**src/rtl/bus_pkg.sv**
```systemverilog
// Shared definitions for the bus_if slave memory.
// Contents:
//   bus_slv_state_e  responder FSM state encoding
//   RW_WRITE/RW_READ rw signal encoding
//   BUS_ADDR_W/BUS_DATA_W default bus widths
//   BUS_CNT_W        wait-state counter width (holds 0..15 plus headroom)
package bus_pkg;

  typedef enum logic [1:0] {
    ST_IDLE = 2'd0,
    ST_WAIT = 2'd1,
    ST_ACK  = 2'd2
  } bus_slv_state_e;

  localparam logic RW_WRITE = 1'b1;
  localparam logic RW_READ  = 1'b0;

  localparam int unsigned BUS_ADDR_W = 32;
  localparam int unsigned BUS_DATA_W = 32;
  localparam int unsigned BUS_CNT_W  = $clog2(16) + 1;

endpackage

```
**src/rtl/bus_slave_regfile.sv**
```systemverilog
// DEPTH x DATA_W word storage for bus_slave_mem.
// Ports:
//   clk, rst_n  clock, asynchronous active-low reset (clears every word)
//   we_i        write enable, commits wdata_i to word waddr_i on the rising edge
//   waddr_i     write word index
//   wdata_i     write data
//   raddr_i     read word index
//   rdata_o     combinational read data of word raddr_i
module bus_slave_regfile #(
  parameter int unsigned DEPTH  = 16,
  parameter int unsigned DATA_W = 32,
  localparam int unsigned IDX_W = $clog2(DEPTH)
) (
  input  logic              clk,
  input  logic              rst_n,
  input  logic              we_i,
  input  logic [IDX_W-1:0]  waddr_i,
  input  logic [DATA_W-1:0] wdata_i,
  input  logic [IDX_W-1:0]  raddr_i,
  output logic [DATA_W-1:0] rdata_o
);

  logic [DATA_W-1:0] mem_q [DEPTH];

  // Storage array: cleared on reset, single write port.
  always_ff @(posedge clk or negedge rst_n) begin
    if (!rst_n) begin
      for (int i = 0; i < int'(DEPTH); i++) begin
        mem_q[i] <= '0;
      end
    end else if (we_i) begin
      mem_q[waddr_i] <= wdata_i;
    end
  end

  // DEPTH is a power of two, so every index value names a real word.
  assign rdata_o = mem_q[raddr_i];

endmodule

```
**src/rtl/bus_slave_mem.sv**
```systemverilog
// Slave end of the bus_if valid/ready protocol: word-addressed memory with
// programmable wait states and a one-cycle ready acknowledge.
// Ports:
//   clk, rst_n  clock, asynchronous active-low reset
//   addr        byte address from master (addr[1:0] ignored)
//   wdata       write data from master
//   rw          1 = write, 0 = read
//   valid       master request valid
//   ready       transfer acknowledge, one-cycle pulse
//   rdata       read data, valid while ready = 1, held until the next read
//   err         out-of-range flag, valid while ready = 1
//   busy        high whenever the FSM is not idle
module bus_slave_mem
  import bus_pkg::*;
#(
  parameter int unsigned        ADDR_W      = BUS_ADDR_W,
  parameter int unsigned        DATA_W      = BUS_DATA_W,
  parameter int unsigned        DEPTH       = 16,
  parameter logic [ADDR_W-1:0]  BASE_ADDR   = ADDR_W'(32'h0000_1000),
  parameter int unsigned        WAIT_CYCLES = 1
) (
  input  logic              clk,
  input  logic              rst_n,
  input  logic [ADDR_W-1:0] addr,
  input  logic [DATA_W-1:0] wdata,
  input  logic              rw,
  input  logic              valid,
  output logic              ready,
  output logic [DATA_W-1:0] rdata,
  output logic              err,
  output logic              busy
);

  localparam int unsigned IDX_W = $clog2(DEPTH);
  localparam int unsigned CNT_W = BUS_CNT_W;

  bus_slv_state_e    state_q, state_d;
  logic [CNT_W-1:0]  cnt_q, cnt_d;

  // Latched request
  logic              in_range_q;
  logic [IDX_W-1:0]  idx_q;
  logic              rw_q;
  logic [DATA_W-1:0] wdata_q;

  // Registered outputs
  logic              ready_q, ready_d;
  logic [DATA_W-1:0] rdata_q, rdata_d;
  logic              err_q, err_d;
  logic              busy_q, busy_d;

  logic [ADDR_W-1:0] off_s;
  logic              dec_in_range_s;
  logic [IDX_W-1:0]  dec_idx_s;
  logic              capture_s;
  logic              cur_in_range_s;
  logic [IDX_W-1:0]  cur_idx_s;
  logic              cur_rw_s;
  logic              enter_ack_s;
  logic              we_s;
  logic [DATA_W-1:0] mem_rdata_s;
  logic              unused_off_s;

  // Address decode of the live bus address.
  assign off_s          = addr - BASE_ADDR;
  assign dec_in_range_s = (addr >= BASE_ADDR) &&
                          (off_s[ADDR_W-1:2] < (ADDR_W-2)'(DEPTH));
  assign dec_idx_s      = off_s[2 +: IDX_W];
  assign unused_off_s   = ^off_s[1:0];

  // Next-state logic and wait-state counter.
  always_comb begin
    state_d   = state_q;
    cnt_d     = cnt_q;
    capture_s = 1'b0;
    case (state_q)
      ST_IDLE: begin
        if (valid) begin
          capture_s = 1'b1;
          cnt_d     = CNT_W'(WAIT_CYCLES);
          state_d   = (WAIT_CYCLES == 32'd0) ? ST_ACK : ST_WAIT;
        end else begin
          state_d   = ST_IDLE;
        end
      end
      ST_WAIT: begin
        cnt_d = cnt_q - CNT_W'(1);
        if (cnt_q == CNT_W'(1)) begin
          state_d = ST_ACK;
        end else begin
          state_d = ST_WAIT;
        end
      end
      ST_ACK: begin
        state_d = ST_IDLE;
      end
      default: begin
        state_d = ST_IDLE;
        cnt_d   = '0;
      end
    endcase
  end

  // With zero wait states ACK is entered on the capture edge itself, so the
  // request must be taken from the bus rather than from the latch.
  assign cur_in_range_s = capture_s ? dec_in_range_s : in_range_q;
  assign cur_idx_s      = capture_s ? dec_idx_s      : idx_q;
  assign cur_rw_s       = capture_s ? rw             : rw_q;

  assign enter_ack_s = (state_d == ST_ACK) && (state_q != ST_ACK);

  // Commit only on a completed handshake; an abandoned ACK writes nothing.
  assign we_s = (state_q == ST_ACK) && valid && (rw_q == RW_WRITE) && in_range_q;

  // Output next-values, all taken from the next state.
  always_comb begin
    ready_d = (state_d == ST_ACK);
    busy_d  = (state_d != ST_IDLE);
    rdata_d = rdata_q;
    err_d   = 1'b0;
    if (enter_ack_s) begin
      err_d = !cur_in_range_s;
      if (cur_rw_s == RW_READ) begin
        rdata_d = cur_in_range_s ? mem_rdata_s : '0;
      end else begin
        rdata_d = rdata_q;
      end
    end else begin
      err_d = 1'b0;
    end
  end

  // FSM, counter and output registers.
  always_ff @(posedge clk or negedge rst_n) begin
    if (!rst_n) begin
      state_q <= ST_IDLE;
      cnt_q   <= '0;
      ready_q <= 1'b0;
      rdata_q <= '0;
      err_q   <= 1'b0;
      busy_q  <= 1'b0;
    end else begin
      state_q <= state_d;
      cnt_q   <= cnt_d;
      ready_q <= ready_d;
      rdata_q <= rdata_d;
      err_q   <= err_d;
      busy_q  <= busy_d;
    end
  end

  // Request latch, loaded once per transfer in IDLE.
  always_ff @(posedge clk or negedge rst_n) begin
    if (!rst_n) begin
      in_range_q <= 1'b0;
      idx_q      <= '0;
      rw_q       <= RW_READ;
      wdata_q    <= '0;
    end else if (capture_s) begin
      in_range_q <= dec_in_range_s;
      idx_q      <= dec_idx_s;
      rw_q       <= rw;
      wdata_q    <= wdata;
    end
  end

  bus_slave_regfile #(
    .DEPTH  (DEPTH),
    .DATA_W (DATA_W)
  ) u_regfile (
    .clk     (clk),
    .rst_n   (rst_n),
    .we_i    (we_s),
    .waddr_i (idx_q),
    .wdata_i (wdata_q),
    .raddr_i (cur_idx_s),
    .rdata_o (mem_rdata_s)
  );

  assign ready = ready_q;
  assign rdata = rdata_q;
  assign err   = err_q;
  assign busy  = busy_q;

endmodule

```
**config.mk**
```make
export PLATFORM = sky130hd
export DESIGN_NAME = bus_slave_mem
export DESIGN_NICKNAME = d
export VERILOG_FILES = /design/src/rtl/bus_pkg.sv /design/src/rtl/bus_slave_regfile.sv /design/src/rtl/bus_slave_mem.sv
export SDC_FILE = /design/constraint.sdc
export NUM_CORES = 1
export LEC_CHECK = 0
export BUFFER_PORTS_ARGS = -buffer_cell sky130_fd_sc_hd__buf_2
export CAP_MARGIN = 10
export CORE_MARGIN = 5
export CORE_UTILIZATION = 56
export DETAILED_ROUTE_END_ITERATION = 8
export PLACE_DENSITY = 0.85
export SKIP_CTS_REPAIR_TIMING = 1
export SLEW_MARGIN = 40
export SYNTH_ARGS = -nofsm -noshare
export SYNTH_HDL_FRONTEND = slang
export SYNTH_HIERARCHICAL = 1
export SYNTH_SLANG_ARGS = --single-unit
export TNS_END_PERCENT = 100
```
**constraint.sdc**
```tcl
create_clock -name clk -period 2.8 [get_ports clk]
set_input_delay 0.14 -clock clk [delete_from_list [all_inputs] [get_ports clk]]
set_output_delay 0.14 -clock clk [all_outputs]
set_load 0.03 [all_outputs]
```
==> results.toml, run 1 <==
[detailed_routing]
drt-initial-drc-count = 1271
post-route-drc-count = 0
vias = 14948
vias_per_cell = 6.25
wl_um = 61900
wl_per_cell_um = 25.9
ant_nets = 0
first_pass_iters = 5

[layout]
nets = 1818
stdcell_area_um2 = 29700
num_antenna_cells = 0
area_delta_synth_final_pct = 14.9
drive_gt1_share_pct = 50.6
final_util_pct = 65.3

[logic_synthesis]
synth_area_per_cell_um2 = 16.0
syn_area_um2 = 25900
ys_seq_elements = 592
ys_types = 39
synth_top_area_share_pct = 57.2
yosysTopAreaCell = "dfrtp_1"
ys_seq_area_share_pct = 57.2
synth_warnings = 6
synth_common_cells = "dfrtp_1 (592), mux2_2 (494), mux4_2 (128), clkbuf_1 (69)"
async_flop_share_pct = 100
synth_nets = 1687
synth-edff-count = 0
synth_most_common_cell = "dfrtp_1"
ys_top_cells_by_area = "dfrtp_1 (57%), mux2_2 (21%), mux4_2 (11%)"
synth_top_flop_cell = "dfrtp_1"
synthCells = 1617

[cts]
htreeDepth = 2
clock_sink_count = 592
ctsLongestPathBuffers = 3
clk_pin_slew_worst_paths_ns = 0.06
cts_tree = "yes"
cts_made_buffers = 58
clock_latency_ns = 0.62
cts_root_buf = "clkbuf_16"

[timing]
fin_skew_ns = 0.0173
min_period_ns = 2.71
holdWs_ns = -0.0107
max_freq_mhz = 369
hold_viol_final = 16
worst_pin_slew_ns = 0.738
slew_viol_final = 0
slew_headroom_pct = 50.8
finalSetupViolations = 0
timing.final.crit_share_pct = 96.7

[status]
violations = "negative hold slack"
status = "complete, but fails checks"

[setup_path]
startpoint = "state_q[1]"
end_kind = "register"
reg2reg_to = "rdata[21]"
start_kind = "register"
endpoint = "rdata[21]"
r2r_cells = 8
rr_startpoint = "state_q[1]"
crit_arrival_ns = 3.21
ff2ff_setup_slack_ns = 0.09
path_max_fanout = 22
cp.required_ns = 3.30
crit_type = "register to register"

[placed_design]
gp_congestion = 0.775
dp_hpwl_um = 35900
io_buffer_count = 100
place_area_um2 = 27400

[pwr]
switchingPower_mw = 7.04
power.density_nw_per_um2 = 744
power.share.switching_pct = 31.8
power.share.clock_pct = 34.3
power.leakage_nw = 14.6
p_int_mw = 15.1
p_seq_share_pct = 45.6
ir_drop_uv = 666
comb_power_share_pct = 20.1

[floorplan]
dieWidth_um = 225
row_count = 78
core_area_um2 = 45600
die_h_um = 225
start_util_pct = 56.8
die-area_um2 = 50600
pin_count = 103

[global_routing]
antenna_found_initial = 0
grt_pass1_vias = 16099
grt_overflow = 0
grt_usage_pct = 24.4
grt_start_max_net_pins = 133
grt_pass1_wl_um = 96000

[min_path]
hold_path.class = "primary input to async pin"

[flow_run]
drv_cap = 0
## worst min path at each step
stage,startpoint,to,cells past startpoint
final,rst_n,u_regfile/mem_q[31],2
after global routing,rst_n,u_regfile/mem_q[31],2
after CTS,rst_n,u_regfile/mem_q[31],1
after detailed placement,rst_n,u_regfile/mem_q[230],1
after global placement,rst_n,u_regfile/mem_q[230],1
after floorplan,rst_n,async pin,0
## flip-flops by register name, indices dropped and copies added (netlist names), named ones only
register and count:
cnt_q 5, wdata_q 32, u_regfile/mem_q 512, rw_q 1, state_q 2, ready 1
rdata 32, err 1, busy 1, idx_q 4
## area by class of cell
type | instances | area, um2
clock buffers | 85 | 1680
multi-input cells | 882 | 10600
well taps | 600 | 751
inverters | 5 | 18.8
clock inverters | 19 | 170
flip-flops and latches | 592 | 14800
fillers | 2990 | 15800
repair buffers | 209 | 1730
## layout by cell type, fill, tap and decap left out, types with 3 or more instances in the layout
master,instances
nand2_1,41
buf_4,42
buf_6,3
clkinvlp_4,4
nand3b_1,5
clkbuf_1,14
nand4_1,3
inv_1,5
mux4_2,128
a22o_1,32
mux2_2,492
o21ai_0,6
nand2b_1,4
mux2_1,54
dlygate4sd3_1,41
a22oi_1,64
buf_12,22
or3_2,3
clkbuf_16,58
clkbuf_8,13
nor2_4,10
buf_2,99
dfrtp_1,592
a21oi_1,4
nor4_1,5
nor2_1,3
clkinv_2,11
## worst max-delay path, cell delays in order (launching register included)
cell and delay (ns):
dfrtp_1 0.41, nor3b_4 0.33, buf_8 0.25, mux2_8 0.50
buf_12 0.22, mux4_2 0.30, a22oi_1 0.26, nand2_1 0.10
a22o_1 0.20
## power groups by stage
stage	clock [mW]	combinational [mW]	sequential, mW
floorplan	0	3.14	9.44
CTS	7.71	4.36	10.0
global placement	0	4.28	10.1
global route	8.05	4.72	10.2
detailed placement	0	4.35	10.2
finish	7.59	4.46	10.1
## metal layers
metal | GRT usage, % | share of wire, %
met5 | 0 | 0
met4 | 6.40 | 2.5
met2 | 40.3 | 50
met1 | 34.0 | 41
met3 | 4.51 | 7.0
## stage by stage
| step | setup slack, ns | TNS (ns) | power, mW | cells |
|---|---|---|---|---|
| final | 0.0918 | 0 | 22.1 | 2392 |
| after global routing | -0.00704 | -0.00704 | 23.0 | 2392 |
| after CTS | -0.0425 | -0.0658 | 22.1 | 2348 |
| after detailed placement | -0.0230 | -0.0363 | 14.5 | 2244 |
| after global placement | 0.0352 | 0 | 14.4 | 2242 |
| after floorplan | 0.0261 | 0 | 12.6 | 1617 |
## cell families (layout without fill, tap and decap cells)
family / Yosys count / after routing / share of synthesized area [%]
XOR/XNOR: 3 / 3 / 0.102
AO/OA/AOI/OAI: 107 / 107 / 3.16
multiplexers: 677 / 679 / 35.0
buffers and inverters: 145 / 318 / 2.53
flip-flops: 592 / 592 / 57.2
adder cells (fa/ha/maj): 2 / 2 / 0.0966
AND/OR/NAND/NOR: 91 / 91 / 1.89
Power figures use the tool's default switching activity.
==> inputs of run 2 (changes only) <==
- BUFFER_PORTS_ARGS: -buffer_cell sky130_fd_sc_hd__buf_2 -> not set
- CORE_UTILIZATION: 56 -> 57
- DONT_BUFFER_PORTS: not set -> 1
- PLACE_DENSITY: 0.85 -> 0.84
==> results.toml, run 2 (synthesis results as in run 1) <==
[status]
status = "finished, final reports clean"

[layout]
regMostFlops = "u_regfile/mem_q"
final_util_pct = 64.7
final-seq-area_um2 = 14800
nets = 1698
largest_register_ffs = 512
drive_gt1_share_pct = 47.4
layout_commonest_cell = "dfrtp_1"
fillers = 2967
num_antenna_cells = 0
area_delta_synth_final_pct = 13.0
stdcell_area_um2 = 29300
layout_common_cells = "dfrtp_1 (592), mux2_2 (492), mux4_2 (128)"
multi_input_area_um2 = 10600

[floorplan]
dieWidth_um = 223
die_h_um = 223
start_util_pct = 57.3
die-area_um2 = 49800
pin_count = 103
row_count = 78
core_area_um2 = 45200

[cts]
htreeDepth = 2
clock_latency_ns = 0.62
clock_sink_count = 592
cts_root_buf = "clkbuf_16"
clk_pin_slew_worst_paths_ns = 0.06
cts_made_buffers = 58
ctsLongestPathBuffers = 3
cts_tree = "yes"

[pwr]
p_seq_share_pct = 45.4
p_int_mw = 15.3
power.leakage_nw = 14.1
power.density_nw_per_um2 = 763
comb_power_share_pct = 19.0
ir_drop_uv = 616
finalPower_mw = 22.3
power.share.clock_pct = 35.6
power.share.switching_pct = 31.3
switchingPower_mw = 6.98

[global_routing]
antenna_found_initial = 0
grt_overflow = 0
grt_start_max_net_pins = 593
grt_pass1_vias = 15425
grt_usage_pct = 24.4
grt_pass1_wl_um = 94000

[setup_path]
crit_chain = "nor3b_4 > buf_4 > mux2_8 > buf_12 > mux4_2 > a22oi_1 > nand2_1 > a22o_1"
cp_slowest_stage_delay_ns = 0.48
crit_arrival_ns = 3.11
reg2reg_to = "rdata[10]"
slowest_stage = "mux2_8"
ff2ff_setup_slack_ns = 0.20
rr_startpoint = "state_q[0]"
path_max_fanout = 48
cp.required_ns = 3.30
r2r_cells = 8
end_kind = "register"
crit_type = "register to register"
start_kind = "register"

[detailed_routing]
vias_per_cell = 6.36
wl_per_cell_um = 26.6
vias = 14441
post-route-drc-count = 0
first_pass_iters = 5
ant_nets = 0
wl_um = 60400
drt-initial-drc-count = 1043

[timing]
grt_setup_unrepaired = "no"
slew_headroom_pct = 50.9
slew_viol_final = 0
hold_viol_final = 0
fin_tns_setup_ns = 0
timing.final.crit_share_pct = 93.0
min_period_ns = 2.60
max_freq_mhz = 384
finalSetupViolations = 0
worst_pin_slew_ns = 0.737
fin_skew_ns = 0.0202
setup_ws_ns = 0.196

[placed_design]
gp_congestion = 0.771
place_area_um2 = 26700
io_buffer_count = 0
dp_slack_ns = 0.193
dp_hpwl_um = 32100

[flow_run]
drv_cap = 0

[min_path]
hold_path.class = "primary input to async pin"
-- run 2: per-layer routing --
layer  track usage [%]  vias to the layer above  part of all wire, %
li1                  -                     6043                    -
met1              34.3                     7836                   41
met2              39.8                      463                   50
met3              4.62                       99                  6.7
met4              6.66                        0                  2.3
met5                 0                        -                    0
-- run 2: worst max-delay path, delay by kind of cell (launching register included) --
| family | cells | cell delay (ns) |
|---|---|---|
| mux | 2 | 0.81 |
| compound gates | 2 | 0.44 |
| buf+inv | 2 | 0.42 |
| flops | 1 | 0.42 |
| simple gates | 2 | 0.33 |
-- run 2: area by class of cell --
class	count	share of cell area [%]
timing repair buffer	91	3.93
sequential	592	50.6
clock inverter	20	0.727
clock buffer	83	5.98
multi-input combinational	880	36.1
inverter	5	0.0642
tap	600	2.57
-- run 2: through the flow --
step / instances / hold slack, ns
2_1_floorplan: 1617 / -0.156
3_3_place_gp: 2122 / -0.121
3_5_place_dp: 2122 / -0.121
4_1_cts: 2225 / -0.780
5_1_grt: 2271 / 0.0802
6_report: 2271 / 0.0687
-- run 2: worst max-delay path by stage --
stage	slack (ns)	from	to
after floorplan	0.03	state_q[0]	rdata[0]
final	0.20	state_q[0]	rdata[10]
after detailed placement	0.19	state_q[0]	rdata[28]
after global routing	0.02	state_q[0]	rdata[10]
after CTS	0.18	state_q[0]	rdata[28]
after global placement	0.21	state_q[0]	rdata[10]
-- run 2: power groups by stage --
stage          clock network, mW  registers (mW)  logic [mW]
6_report                    7.94            10.1        4.24
5_1_grt                     8.41            10.2        4.49
4_1_cts                     8.06            10.1        4.05
3_5_place_dp                   0            10.2        4.03
3_3_place_gp                   0            10.1        3.99
2_1_floorplan                  0            9.44        3.14
